### src/rtl/dkongjr_dl_pkg.sv
// rtl/dkongjr_dl_pkg.sv - shared types and defaults for the Donkey Kong Jr download controller
package dkongjr_dl_pkg;

    localparam int         DL_ADDR_W     = 19;
    localparam logic [7:0] DEF_ROM_INDEX = 8'd0;
    localparam logic [7:0] DEF_DIP_INDEX = 8'd254;

    typedef enum logic [2:0] {
        IDLE = 3'd0,
        LOAD = 3'd1,
        HOLD = 3'd2,
        RUN  = 3'd3,
        ERR  = 3'd4
    } dl_state_t;

endpackage

### src/rtl/dkongjr_rst_stretch.sv
// rtl/dkongjr_rst_stretch.sv - hold timer that stretches the core reset after a download or user reset
//
// Ports:
//   clk      system clock
//   resetn   synchronous active-low reset
//   restart  reload the counter to zero (wins over en)
//   en       advance the counter by one per cycle until done
//   done     counter has reached HOLD_CYCLES-1
module dkongjr_rst_stretch #(
    parameter int HOLD_CYCLES = 16
) (
    input  logic clk,
    input  logic resetn,
    input  logic restart,
    input  logic en,
    output logic done
);

    localparam int                CNT_W = (HOLD_CYCLES > 1) ? $clog2(HOLD_CYCLES) : 1;
    localparam logic [CNT_W-1:0]  LAST  = CNT_W'(HOLD_CYCLES - 1);

    logic [CNT_W-1:0] cnt;

    always_ff @(posedge clk) begin
        if (!resetn) begin
            cnt <= '0;
        end else if (restart) begin
            cnt <= '0;
        end else if (en && (cnt != LAST)) begin
            cnt <= cnt + 1'b1;
        end
    end

    assign done = (cnt == LAST);

endmodule

### src/rtl/dkongjr_dl_ctrl.sv
// rtl/dkongjr_dl_ctrl.sv - ioctl download/boot controller: ROM filter, DIP latch, image check, core reset
//
// Optional feature macro: DKONGJR_DL_CHECKSUM_EN (16-bit byte sum check, adds ROM_SUM and O_DL_SUM).
//
// Ports:
//   I_CLK_24576M   system clock
//   I_RESETn       synchronous active-low reset
//   I_DL_*         hps_io ioctl stream (active, write strobe, index, address, data)
//   I_USER_RST     active-high menu/button reset request
//   O_DN_*         registered ROM write bus to the core
//   O_CORE_RESETn  core reset, high only while running with no download in progress
//   O_DIP_SW       DIP byte 0
//   O_DL_OK        image valid (HOLD or RUN)
//   O_DL_ERR       last ROM download failed
//   O_DL_SUM       running byte sum (checksum build only)
//   O_BYTE_CNT     ROM bytes accepted in the current/last download
module dkongjr_dl_ctrl
    import dkongjr_dl_pkg::*;
#(
    parameter logic [7:0]           ROM_INDEX = DEF_ROM_INDEX,
    parameter logic [7:0]           DIP_INDEX = DEF_DIP_INDEX,
    parameter logic [DL_ADDR_W-1:0] ROM_BYTES = 19'h10000,
`ifdef DKONGJR_DL_CHECKSUM_EN
    parameter logic [15:0]          ROM_SUM   = 16'h0000,
`endif
    parameter int                   RST_HOLD  = 16
) (
    input  logic                 I_CLK_24576M,
    input  logic                 I_RESETn,
    input  logic                 I_DL_ACTIVE,
    input  logic                 I_DL_WR,
    input  logic [7:0]           I_DL_INDEX,
    input  logic [24:0]          I_DL_ADDR,
    input  logic [7:0]           I_DL_DATA,
    input  logic                 I_USER_RST,
    output logic [DL_ADDR_W-1:0] O_DN_ADDR,
    output logic [7:0]           O_DN_DATA,
    output logic                 O_DN_WR,
    output logic                 O_CORE_RESETn,
    output logic [7:0]           O_DIP_SW,
    output logic                 O_DL_OK,
    output logic                 O_DL_ERR,
`ifdef DKONGJR_DL_CHECKSUM_EN
    output logic [15:0]          O_DL_SUM,
`endif
    output logic [DL_ADDR_W-1:0] O_BYTE_CNT
);

    dl_state_t state;
    dl_state_t state_nxt;

    logic act_q;
    logic dl_rise;
    logic dl_fall;
    logic rom_idx;
    logic rom_rise;
    logic addr_in_range;
    logic rom_wr;
    logic wr_accept;
    logic wr_ovf;
    logic dip_wr;
    logic load_entry;
    logic ovf;
    logic sum_ok;
    logic image_ok;
    logic hold_restart;
    logic hold_en;
    logic hold_done;

    assign dl_rise       = I_DL_ACTIVE & ~act_q;
    assign dl_fall       = ~I_DL_ACTIVE & act_q;
    assign rom_idx       = (I_DL_INDEX == ROM_INDEX);
    assign rom_rise      = dl_rise & rom_idx;
    assign addr_in_range = (I_DL_ADDR < {{(25 - DL_ADDR_W){1'b0}}, ROM_BYTES});
    assign rom_wr        = I_DL_WR & rom_idx & (state == LOAD);
    assign wr_accept     = rom_wr & addr_in_range;
    assign wr_ovf        = rom_wr & ~addr_in_range;
    assign dip_wr        = I_DL_WR & (I_DL_INDEX == DIP_INDEX) & (I_DL_ADDR == 25'd0);
    assign load_entry    = (state_nxt == LOAD) & (state != LOAD);

`ifdef DKONGJR_DL_CHECKSUM_EN
    logic [15:0] sum;

    always_ff @(posedge I_CLK_24576M) begin
        if (!I_RESETn) begin
            sum <= 16'h0000;
        end else if (load_entry) begin
            sum <= 16'h0000;
        end else if (wr_accept) begin
            sum <= sum + {8'h00, I_DL_DATA};
        end
    end

    assign sum_ok   = (sum == ROM_SUM);
    assign O_DL_SUM = sum;
`else
    assign sum_ok = 1'b1;
`endif

    assign image_ok = (O_BYTE_CNT == ROM_BYTES) & ~ovf & sum_ok;

    // Restart the hold timer on every entry to HOLD, on each user reset cycle,
    // and when a side download (e.g. DIP) ends while already holding.
    assign hold_restart = (state_nxt == HOLD) & ((state != HOLD) | I_USER_RST | dl_fall);
    assign hold_en      = (state == HOLD) & ~I_DL_ACTIVE;

    dkongjr_rst_stretch #(
        .HOLD_CYCLES(RST_HOLD)
    ) u_rst_stretch (
        .clk    (I_CLK_24576M),
        .resetn (I_RESETn),
        .restart(hold_restart),
        .en     (hold_en),
        .done   (hold_done)
    );

    // State register; OK/ERR flags are registered alongside it.
    // act_q resets high so a download still active when reset releases is
    // not mistaken for a new one.
    always_ff @(posedge I_CLK_24576M) begin
        if (!I_RESETn) begin
            state    <= IDLE;
            act_q    <= 1'b1;
            O_DL_OK  <= 1'b0;
            O_DL_ERR <= 1'b0;
        end else begin
            state    <= state_nxt;
            act_q    <= I_DL_ACTIVE;
            O_DL_OK  <= (state_nxt == HOLD) | (state_nxt == RUN);
            O_DL_ERR <= (state_nxt == ERR);
        end
    end

    always_comb begin
        state_nxt = state;
        case (state)
            IDLE: begin
                if (rom_rise) state_nxt = LOAD;
            end
            LOAD: begin
                if (!I_DL_ACTIVE) state_nxt = image_ok ? HOLD : ERR;
            end
            HOLD: begin
                if (rom_rise)         state_nxt = LOAD;
                else if (I_DL_ACTIVE) state_nxt = HOLD;
                else if (I_USER_RST)  state_nxt = HOLD;
                else if (hold_done)   state_nxt = RUN;
            end
            RUN: begin
                if (rom_rise)         state_nxt = LOAD;
                else if (I_DL_ACTIVE) state_nxt = RUN;
                else if (dl_fall)     state_nxt = HOLD;
                else if (I_USER_RST)  state_nxt = HOLD;
            end
            ERR: begin
                if (rom_rise) state_nxt = LOAD;
            end
            default: state_nxt = IDLE;
        endcase
    end

    always_comb begin
        O_CORE_RESETn = 1'b0;
        if ((state == RUN) && !I_DL_ACTIVE) O_CORE_RESETn = 1'b1;
    end

    // ROM write path, byte counter, overflow flag and DIP latch.
    always_ff @(posedge I_CLK_24576M) begin
        if (!I_RESETn) begin
            O_DN_ADDR  <= '0;
            O_DN_DATA  <= 8'h00;
            O_DN_WR    <= 1'b0;
            O_BYTE_CNT <= '0;
            O_DIP_SW   <= 8'h00;
            ovf        <= 1'b0;
        end else begin
            O_DN_WR <= wr_accept;
            if (wr_accept) begin
                O_DN_ADDR <= I_DL_ADDR[DL_ADDR_W-1:0];
                O_DN_DATA <= I_DL_DATA;
            end
            if (load_entry) begin
                O_BYTE_CNT <= '0;
                ovf        <= 1'b0;
            end else begin
                if (wr_accept && (O_BYTE_CNT != '1)) O_BYTE_CNT <= O_BYTE_CNT + 1'b1;
                if (wr_ovf) ovf <= 1'b1;
            end
            if (dip_wr) O_DIP_SW <= I_DL_DATA;
        end
    end

endmodule

### config.mk
export PLATFORM = sky130hd
export DESIGN_NAME = dkongjr_dl_ctrl
export DESIGN_NICKNAME = d
export VERILOG_FILES = /design/src/rtl/dkongjr_dl_pkg.sv /design/src/rtl/dkongjr_rst_stretch.sv /design/src/rtl/dkongjr_dl_ctrl.sv
export SDC_FILE = /design/constraint.sdc
export NUM_CORES = 1
export LEC_CHECK = 0
export ABC_AREA = 1
export CAP_MARGIN = 20
export CORE_MARGIN = 5
export CORE_UTILIZATION = 47
export DETAILED_ROUTE_END_ITERATION = 16
export HOLD_SLACK_MARGIN = 0.03
export PLACE_DENSITY = 0.81
export SETUP_SLACK_MARGIN = 0.4
export SLEW_MARGIN = 20
export SYNTH_ARGS = -nofsm -noshare
export SYNTH_HDL_FRONTEND = slang
export SYNTH_SLANG_ARGS = --single-unit
export TNS_END_PERCENT = 20
### constraint.sdc
create_clock -name I_CLK_24576M -period 2.2 [get_ports I_CLK_24576M]
set_input_delay 0.33 -clock I_CLK_24576M [delete_from_list [all_inputs] [get_ports I_CLK_24576M]]
set_output_delay 0.33 -clock I_CLK_24576M [all_outputs]
set_load 0.02 [all_outputs]
==> impl_metrics.yaml, run 1 <==
sta:
  max_freq_mhz: 543.8
  fin_crit_ps: 1839
  grt_setup_unrepaired: "yes"
  setup_viol: 0
  timing.final.crit_share: 0.8358
  final-hold-violation-count: 0
  tns_ps: 0
  maxSlewViolCount: 0
  tightest_slew_ps: 332.5
  worst_slack_ps: 361.2
  hold_slack_ps: 449.3
  final.setup_skew_ps: 9.681
  max_slew_margin: 0.7766
layout:
  drive_gt1_frac: 0.08946
  final_common_cell: "nor2_1"
  final_cell_mix: "nor2_1, nand2_1, clkdlybuf4s50_1, dfxtp_1, inv_1"
  nNetsFinal: 670
  antennaDiodeCount: 0
  final_util: 0.7009
  area_growth_pct: 44.88
cts:
  cts_buffers: 9
  clock-root-buffer: "clkbuf_8"
  h-tree-depth: 3
  cts_buffer_depth: 2
  hold_buffers: 0
  clkLatencyLatePin_ps: 350
  clkTransAtPathRegs_ps: 80
  cts.sinks: 66
  cts_tree: "built"
drt:
  drt.antenna.violating_nets: 0
  drtIter0Drc: 198
  firstDrtPassIters: 5
  vias_per_cell: 5.029
  wire_per_inst_um: 13.25
  drt-total-wl_um: 9568
  drc: 0
  num_vias: 3631
grt:
  overflow: 0
  grt_max_degree: 25
  grt_pass1_vias: 3267
  grtUsageTotal: 0.2204
  grt_first_pass_wirelength_um: 15400
  antenna_found_initial: 0
worst_setup_path:
  crit_buf_inv: 1
  critPathLaunchType: "flop"
  crit_chain: "clkdlybuf4s50_1"
  slowest_stage: "clkdlybuf4s50_1"
  cp_slowest_stage_delay_ps: 670
  worst_ep_arrival_time_ps: 1510
  cp_top_family: "buffers and inverters"
  end_kind: "output pin"
  cp_data_required_time_ps: 1870
  path_class: "flop to output pin"
  cp_max_fo: 8
power_and_ir_drop:
  p_int_uw: 1946
  comb_power_share: 0.057
  switching_power_uw: 522.6
  sequentialPowerShare: 0.484
  leakage_uw: 0.002014
  power_density_mw_per_mm2: 518.5
  finalPower_uw: 2469
  swShare: 0.2117
  peakVddDrop_mv: 0.3995
  p_clk_frac: 0.459
die:
  io_pins: 104
  die_x_um: 93.63
  die_h_um: 93.63
  rows: 30
  die_area_mm2: 0.008766
  core_mm2: 0.006794
  initial_core_util: 0.4838
placed_design:
  gp_congestion: 0.8763
  port_buffers: 103
  pre_cts_ws_ps: 162.5
  dp_hpwl_um: 7037
synthesis:
  synth_area_mm2: 0.003287
  syn_nets: 553
  synth_warnings: 0
  ys_ff_latch: 66
  synth.distinct_cells: 27
  syn_inst: 504
  avgSynthCellArea_um2: 6.522
  yosysSeqAreaShare: 0.4020
flow_run:
  cap_violations: 0
hold_path:
  hp-class: "flop to flop"
outcome:
  status: "completed"
## cell usage after synthesis
library cell	instances	area, um2
nand3_1	37	185.2
xnor2_1	7	61.31
a21oi_1	13	65.06
nor2_2	3	18.77
nand3b_1	2	15.01
buf_6	2	22.52
and2_1	1	6.260
clkbuf_1	5	18.77
inv_1	58	217.7
a31oi_1	1	6.260
nor2_4	2	22.52
inv_2	2	7.510
nand2_2	2	12.51
buf_2	6	30.03
ha_1	3	37.54
buf_4	1	7.510
nand2_1	103	386.6
nor3b_1	1	7.510
nand2_4	1	11.26
xor2_1	3	26.28
nor3_1	4	20.02
dfxtp_1	66	1321
nand4_1	15	93.84
o21ai_0	32	160.2
nand3_2	3	30.03
nor2_1	130	488.0
and2_2	1	7.510
## power by group through the flow
| stage | clock network [uW] | registers (uW) | logic [uW] |
|---|---|---|---|
| floorplan | 0 | 1220 | 36.1 |
| global placement | 0 | 1220 | 138 |
| detailed placement | 0 | 1220 | 139 |
| CTS | 1160 | 1200 | 140 |
| global route | 1220 | 1200 | 152 |
| finish | 1130 | 1200 | 141 |
## worst reg2reg max path, stage by stage, from the launching register on
cell and delay [ps]:
dfxtp_2 390, ha_2 230, nand3_2 120, inv_2 100, nand2_2 70, nor2_2 150, nand2_4 140, buf_4 180
nand3_1 70, nand2_1 50, inv_1 40, nor2_1 40
## sequential cells by signal (all words and copies together) (netlist names)
name	flops
ovf	1
O_DN_DATA	8
state	3
O_DL_ERR	1
u_rst_stretch.cnt	4
O_DN_ADDR	19
O_DN_WR	1
O_DIP_SW	8
O_DL_OK	1
act_q	1
O_BYTE_CNT	19
## layer usage
metal	up-vias	routed length (um)	GRT usage
li1	1816	-	-
met1	1653	3972	0.2780
met2	143	4680	0.3609
met3	19	704	0.05149
met4	0	210	0.09146
met5	-	0	0
## stage by stage
| stage | instances | instance area [um2] |
|---|---|---|
| 4_1_cts | 716 | 4677 |
| 3_3_place_gp | 699 | 4447 |
| 6_report | 722 | 4762 |
| 5_1_grt | 722 | 4762 |
| 3_5_place_dp | 699 | 4447 |
| 2_1_floorplan | 504 | 3287 |
## area by class of cell
cell class / count / area, um2
multi-input combinational: 365 / 1704
sequential: 66 / 1326
tap: 96 / 120.1
inverter: 60 / 225.2
clock inverter: 5 / 77.57
clock buffer: 11 / 141.4
fill: 552 / 2032
timing repair buffer: 119 / 1167
## final timing paths
| path | start | slack (ps) | to | depth (start not counted) |
|---|---|---|---|---|
| max | O_BYTE_CNT[12]$_SDFFE_PP0P_ | 360 | O_BYTE_CNT[12] | 1 |
| min | O_DN_ADDR[16]$_SDFFE_PN0P_ | 450 | O_DN_ADDR[16]$_SDFFE_PN0P_ | 2 |
| max reg2reg | O_BYTE_CNT[0]$_SDFFE_PP0P_ | 520 | O_BYTE_CNT[6]$_SDFFE_PP0P_ | 11 |
| min reg2reg | O_DN_ADDR[16]$_SDFFE_PN0P_ | 450 | O_DN_ADDR[16]$_SDFFE_PN0P_ | 2 |
## cell families (layout without fill, tap and decap cells)
group,count (synthesis),count (layout),synth area share
adders and majority gates,3,3,0.01142
DFF,66,66,0.4020
xor gates and xnor gates,10,10,0.02665
AOI/OAI and AO/OA,46,46,0.07042
and+or+nand+nor,305,306,0.3970
buffers and inverters,74,195,0.09250
## repair_timing
action,in CTS,in global routing
resized for setup,4,14
setup buffers,0,6
setup endpoints to repair,21,67
cloned,1,0
pin swaps,1,3
No activity file was read; power rests on OpenSTA's default activity.
==> inputs of run 2 (changes only) <==
==> constraint.sdc (replaced) <==
create_clock -name I_CLK_24576M -period 1.9 [get_ports I_CLK_24576M]
set_input_delay 0.285 -clock I_CLK_24576M [delete_from_list [all_inputs] [get_ports I_CLK_24576M]]
set_output_delay 0.285 -clock I_CLK_24576M [all_outputs]
set_load 0.02 [all_outputs]
==> impl_metrics.yaml, run 2 (synthesized netlist as in run 1, its figures left out) <==
layout:
  area_growth_pct: 67.11
  antennaDiodeCount: 0
  nNetsFinal: 711
  final_cell_mix: "nand2_1, nor2_1, clkdlybuf4s50_1, inv_1, dfxtp_1"
  multi_input_area_mm2: 0.001996
  reg_top3: "O_BYTE_CNT x19, O_DN_ADDR x19"
  drive_gt1_frac: 0.2492
  fill_cells: 429
  final_util: 0.8085
  final_area_mm2: 0.005493
  ff_latch_area_mm2: 0.001360
cts:
  clock-root-buffer: "clkbuf_8"
  h-tree-depth: 3
  cts_tree: "built"
  cts_buffers: 9
  cts.sinks: 66
  cts_buffer_depth: 2
  clkTransAtPathRegs_ps: 70
  clkLatencyLatePin_ps: 360
worst_setup_path:
  path_class: "flop to flop"
  reg2reg_depth: 7
  end_kind: "flop"
  cp_data_required_time_ps: 2200
  cp_max_fo: 6
  worst_ep_arrival_time_ps: 2120
  critPathLaunchType: "flop"
power_and_ir_drop:
  p_clk_frac: 0.465
  peakVddDrop_mv: 0.4277
  p_int_uw: 2298
  swShare: 0.2228
  comb_power_share: 0.070
  leakage_uw: 0.002410
  finalPower_uw: 2957
  power_density_mw_per_mm2: 538.4
  sequentialPowerShare: 0.466
  switching_power_uw: 658.9
placed_design:
  port_buffers: 103
  gp_congestion: 0.8919
  dp_hpwl_um: 7406
  pre_cts_ws_ps: -148.7
  placed_area_mm2: 0.004568
drt:
  drtIter0Drc: 432
  vias_per_cell: 5.375
  wire_per_inst_um: 17.08
  firstDrtPassIters: 6
  num_vias: 4096
  drt-total-wl_um: 13010
  drc: 0
  drt.antenna.violating_nets: 0
sta:
  tns_ps: 0
  final.setup_skew_ps: 6.680
  worst_slack_ps: 72.45
  maxSlewViolCount: 0
  timing.final.crit_share: 0.9619
  max_freq_mhz: 547.2
  final-hold-violation-count: 0
  setup_viol: 0
  grt_setup_unrepaired: "yes"
  fin_crit_ps: 1828
  max_slew_margin: 0.5373
  tightest_slew_ps: 688.7
die:
  core_mm2: 0.006794
  initial_core_util: 0.4838
  io_pins: 104
  die_area_mm2: 0.008766
  rows: 30
  die_x_um: 93.63
  die_h_um: 93.63
flow_run:
  cap_violations: 0
grt:
  antenna_found_initial: 0
  grtUsageTotal: 0.2530
  grt_pass1_vias: 3700
  grt_max_degree: 25
  grt_first_pass_wirelength_um: 17380
  overflow: 0
outcome:
  status: "completed"
hold_path:
  hold_depth: 4
  hp-class: "input pin to flop"
[run 2: path summary, 6_finish.rpt]
| path | slack (ps) | startpoint | end |
|---|---|---|---|
| worst max-delay path | 70 | O_BYTE_CNT[15]$_SDFFE_PP0P_ | O_BYTE_CNT[16]$_SDFFE_PP0P_ |
| worst min-delay path | 370 | I_DL_ACTIVE | act_q$_SDFF_PN1_ |
| worst max register to register | 70 | O_BYTE_CNT[15]$_SDFFE_PP0P_ | O_BYTE_CNT[16]$_SDFFE_PP0P_ |
| worst min register to register | 460 | O_DN_ADDR[17]$_SDFFE_PN0P_ | O_DN_ADDR[17]$_SDFFE_PN0P_ |
[run 2: per-layer routing]
metal  GRT usage  vias up  share of wire
met5           0        -              0
met4      0.1456        0          0.070
met3     0.06195       80          0.085
met2      0.4223      270           0.49
met1      0.2937     1848           0.35
li1            -     1898              -
[run 2: power by group through the flow]
stage / sequential (uW) / clock, uW / combinational, uW
floorplan: 1410 / 0 / 41.8
global placement: 1410 / 0 / 164
detailed placement: 1410 / 0 / 166
CTS: 1380 / 1360 / 178
global route: 1380 / 1450 / 218
finish: 1380 / 1370 / 206
[run 2: area by class of cell]
cell class,instances,area share
Sequential cell,66,0.2476
Timing Repair Buffer,159,0.2829
Inverter,60,0.04328
Tap cell,96,0.02187
Clock inverter,4,0.01344
Multi-Input combinational cell,366,0.3633
Clock buffer,11,0.02756
[run 2: worst max-delay path, cell delays in order (launching register included)]
cell     delay, ps
dfxtp_2        410
nand2_1        130
nor3_1         600
and2_2         310
nand3_1         80
nand2_1         60
nand2_1         80
nor2_4         100
[run 2: what timing repair did]
action                                  in CTS  in global routing
buffers inserted                            23                 11
pin swaps                                   12                 20
hold endpoints to repair                     0                  0
endpoints found under the setup margin     111                106
hold buffers                                 0                  0
cloned                                       3                  2
resized for setup                           77                 70
[run 2: per-stage QoR]
stage               hold slack, ps  cells
floorplan                    417.8    504
global placement             421.6    708
detailed placement           434.1    708
CTS                          453.3    749
global route                 392.3    762
finish                       373.5    762
==> inputs of run 3 (changes only) <==
--- a/config.mk
+++ b/config.mk
@@ -8,10 +8,11 @@
 export ABC_AREA = 1
 export CAP_MARGIN = 20
 export CORE_MARGIN = 5
-export CORE_UTILIZATION = 47
+export CORE_UTILIZATION = 48
+export CTS_BUF_LIST = sky130_fd_sc_hd__clkbuf_8
 export DETAILED_ROUTE_END_ITERATION = 16
 export HOLD_SLACK_MARGIN = 0.03
-export PLACE_DENSITY = 0.81
+export PLACE_DENSITY = 0.82
 export SETUP_SLACK_MARGIN = 0.4
 export SLEW_MARGIN = 20
 export SYNTH_ARGS = -nofsm -noshare
==> impl_metrics.yaml, run 3 (synthesized netlist as in run 1, its figures left out) <==
drt:
  drt.antenna.violating_nets: 0
  wire_per_inst_um: 19.28
  drtIter0Drc: 540
  drt-total-wl_um: 14520
  vias_per_cell: 5.795
  drc: 0
  num_vias: 4364
  firstDrtPassIters: 7
power_and_ir_drop:
  swShare: 0.2590
  leakage_uw: 0.002407
  p_int_uw: 2046
  switching_power_uw: 715.2
  sequentialPowerShare: 0.497
  comb_power_share: 0.079
  peakVddDrop_mv: 0.4056
  p_clk_frac: 0.424
  power_density_mw_per_mm2: 492.9
worst_setup_path:
  r2r_slack_ps: 10
  reg2reg_depth: 12
  worst_ep_arrival_time_ps: 2150
  path_class: "flop to flop"
  cp_data_required_time_ps: 2170
  critPathLaunchType: "flop"
  cp_max_fo: 5
  end_kind: "flop"
grt:
  antenna_found_initial: 0
  grtUsageTotal: 0.2651
  grt_first_pass_wirelength_um: 18140
  overflow: 0
  grt_max_degree: 25
  grt_pass1_vias: 3827
sta:
  hold_slack_ps: 231.1
  maxSlewViolCount: 0
  tns_ps: 0
  final-hold-violation-count: 0
  tightest_slew_ps: 525.7
  timing.final.crit_share: 0.9924
  max_slew_margin: 0.6485
  grt_setup_unrepaired: "yes"
  worst_slack_ps: 14.50
  final.setup_skew_ps: 15.58
  setup_viol: 0
  max_freq_mhz: 530.4
  fin_crit_ps: 1885
die:
  die_h_um: 92.75
  initial_core_util: 0.4892
  io_pins: 104
  core_mm2: 0.006719
  rows: 30
  die_area_mm2: 0.008603
  die_x_um: 92.75
placed_design:
  dp.cells: 691
  dp_hpwl_um: 7099
  pre_cts_ws_ps: -116.7
  gp_congestion: 0.9159
  port_buffers: 103
hold_path:
  hold_depth: 3
  hp-class: "input pin to flop"
cts:
  cts_buffers: 9
  clock-root-buffer: "clkbuf_8"
  cts_tree: "built"
  cts_buffer_depth: 2
  clkLatencyLatePin_ps: 350
  clkTransAtPathRegs_ps: 90
  cts.sinks: 66
  h-tree-depth: 3
layout:
  final_common_cell: "nand2_1"
  drive_gt1_frac: 0.2719
  final_cell_mix: "nand2_1, nor2_1, clkdlybuf4s50_1, inv_1, dfxtp_1"
  stdcell_count: 753
  area_growth_pct: 70.46
  reg_top3: "O_BYTE_CNT x19, O_DN_ADDR x19"
  antennaDiodeCount: 0
  final_util: 0.8339
  nNetsFinal: 717
outcome:
  status: "completed"
flow_run:
  cap_violations: 0
run 3: cell count changes in the layout (fill, tap and decap cells not counted), moves of 3 or more:
cell             before  now
dfxtp_4               5    9
dfxtp_2              16   12
dlymetal6s2s_1        5    2
nor2_2               16   19
clkdlybuf4s50_1      72   79
buf_6                 9   12
o21ai_0              32   29
dlygate4sd2_1        25   21
run 3: power groups by stage:
stage,Combinational (uW),Clock [uW],Sequential [uW]
floorplan,41.8,0,1410
global placement,169,0,1410
detailed placement,170,0,1410
CTS,201,1150,1380
global route,230,1240,1370
finish,219,1170,1370
run 3: worst paths after layout:
path | start | to
setup / recovery | O_BYTE_CNT[18]$_SDFFE_PP0P_ | O_BYTE_CNT[2]$_SDFFE_PP0P_
hold / removal | I_DL_ADDR[2] | O_DN_ADDR[2]$_SDFFE_PN0P_
setup reg to reg | O_BYTE_CNT[18]$_SDFFE_PP0P_ | O_BYTE_CNT[2]$_SDFFE_PP0P_
hold reg to reg | O_DN_ADDR[16]$_SDFFE_PN0P_ | O_DN_ADDR[16]$_SDFFE_PN0P_
run 3: layout make-up:
type / instances / area (um2)
Sequential cell: 66 / 1370
Inverter: 60 / 237.7
Timing Repair Buffer: 165 / 1665
Multi-Input combinational cell: 366 / 2042
Clock buffer: 11 / 151.4
Tap cell: 80 / 100.1
Fill cell: 358 / 1116
Clock inverter: 5 / 36.28
run 3: repair_timing:
action	CTS	global route
endpoints found under the setup margin	114	111
pin swaps	18	28
cloned	4	3
setup buffers	24	15
resized for setup	83	82
hold buffers	0	0
run 3: routing by layer:
metal,track usage,routed length (um),share of wire,vias to the layer above
met2,0.4471,7144,0.49,365
met1,0.3059,4857,0.33,1969
met3,0.06255,1483,0.10,111
met5,0,0,0,-
met4,0.1526,1032,0.071,0
li1,-,-,-,1919
run 3: worst max-delay path: stages (launching register included):
cell     delay (ps)
dfxtp_1         360
nor2_1          170
nand2_1         130
nor2_4          150
nand3_2         110
nor2_2          130
nor2_2           50
nand3_2          80
nand2_2          80
buf_6           170
buf_6           110
buf_12          140
nor2_4          110
run 3: per-stage QoR:
stage / instance area (um2) / power, uW
after floorplan: 3328 / 1455
after CTS: 5176 / 2730
after global routing: 5603 / 2837
after detailed placement: 4541 / 1584
after global placement: 4541 / 1583
final: 5603 / 2761
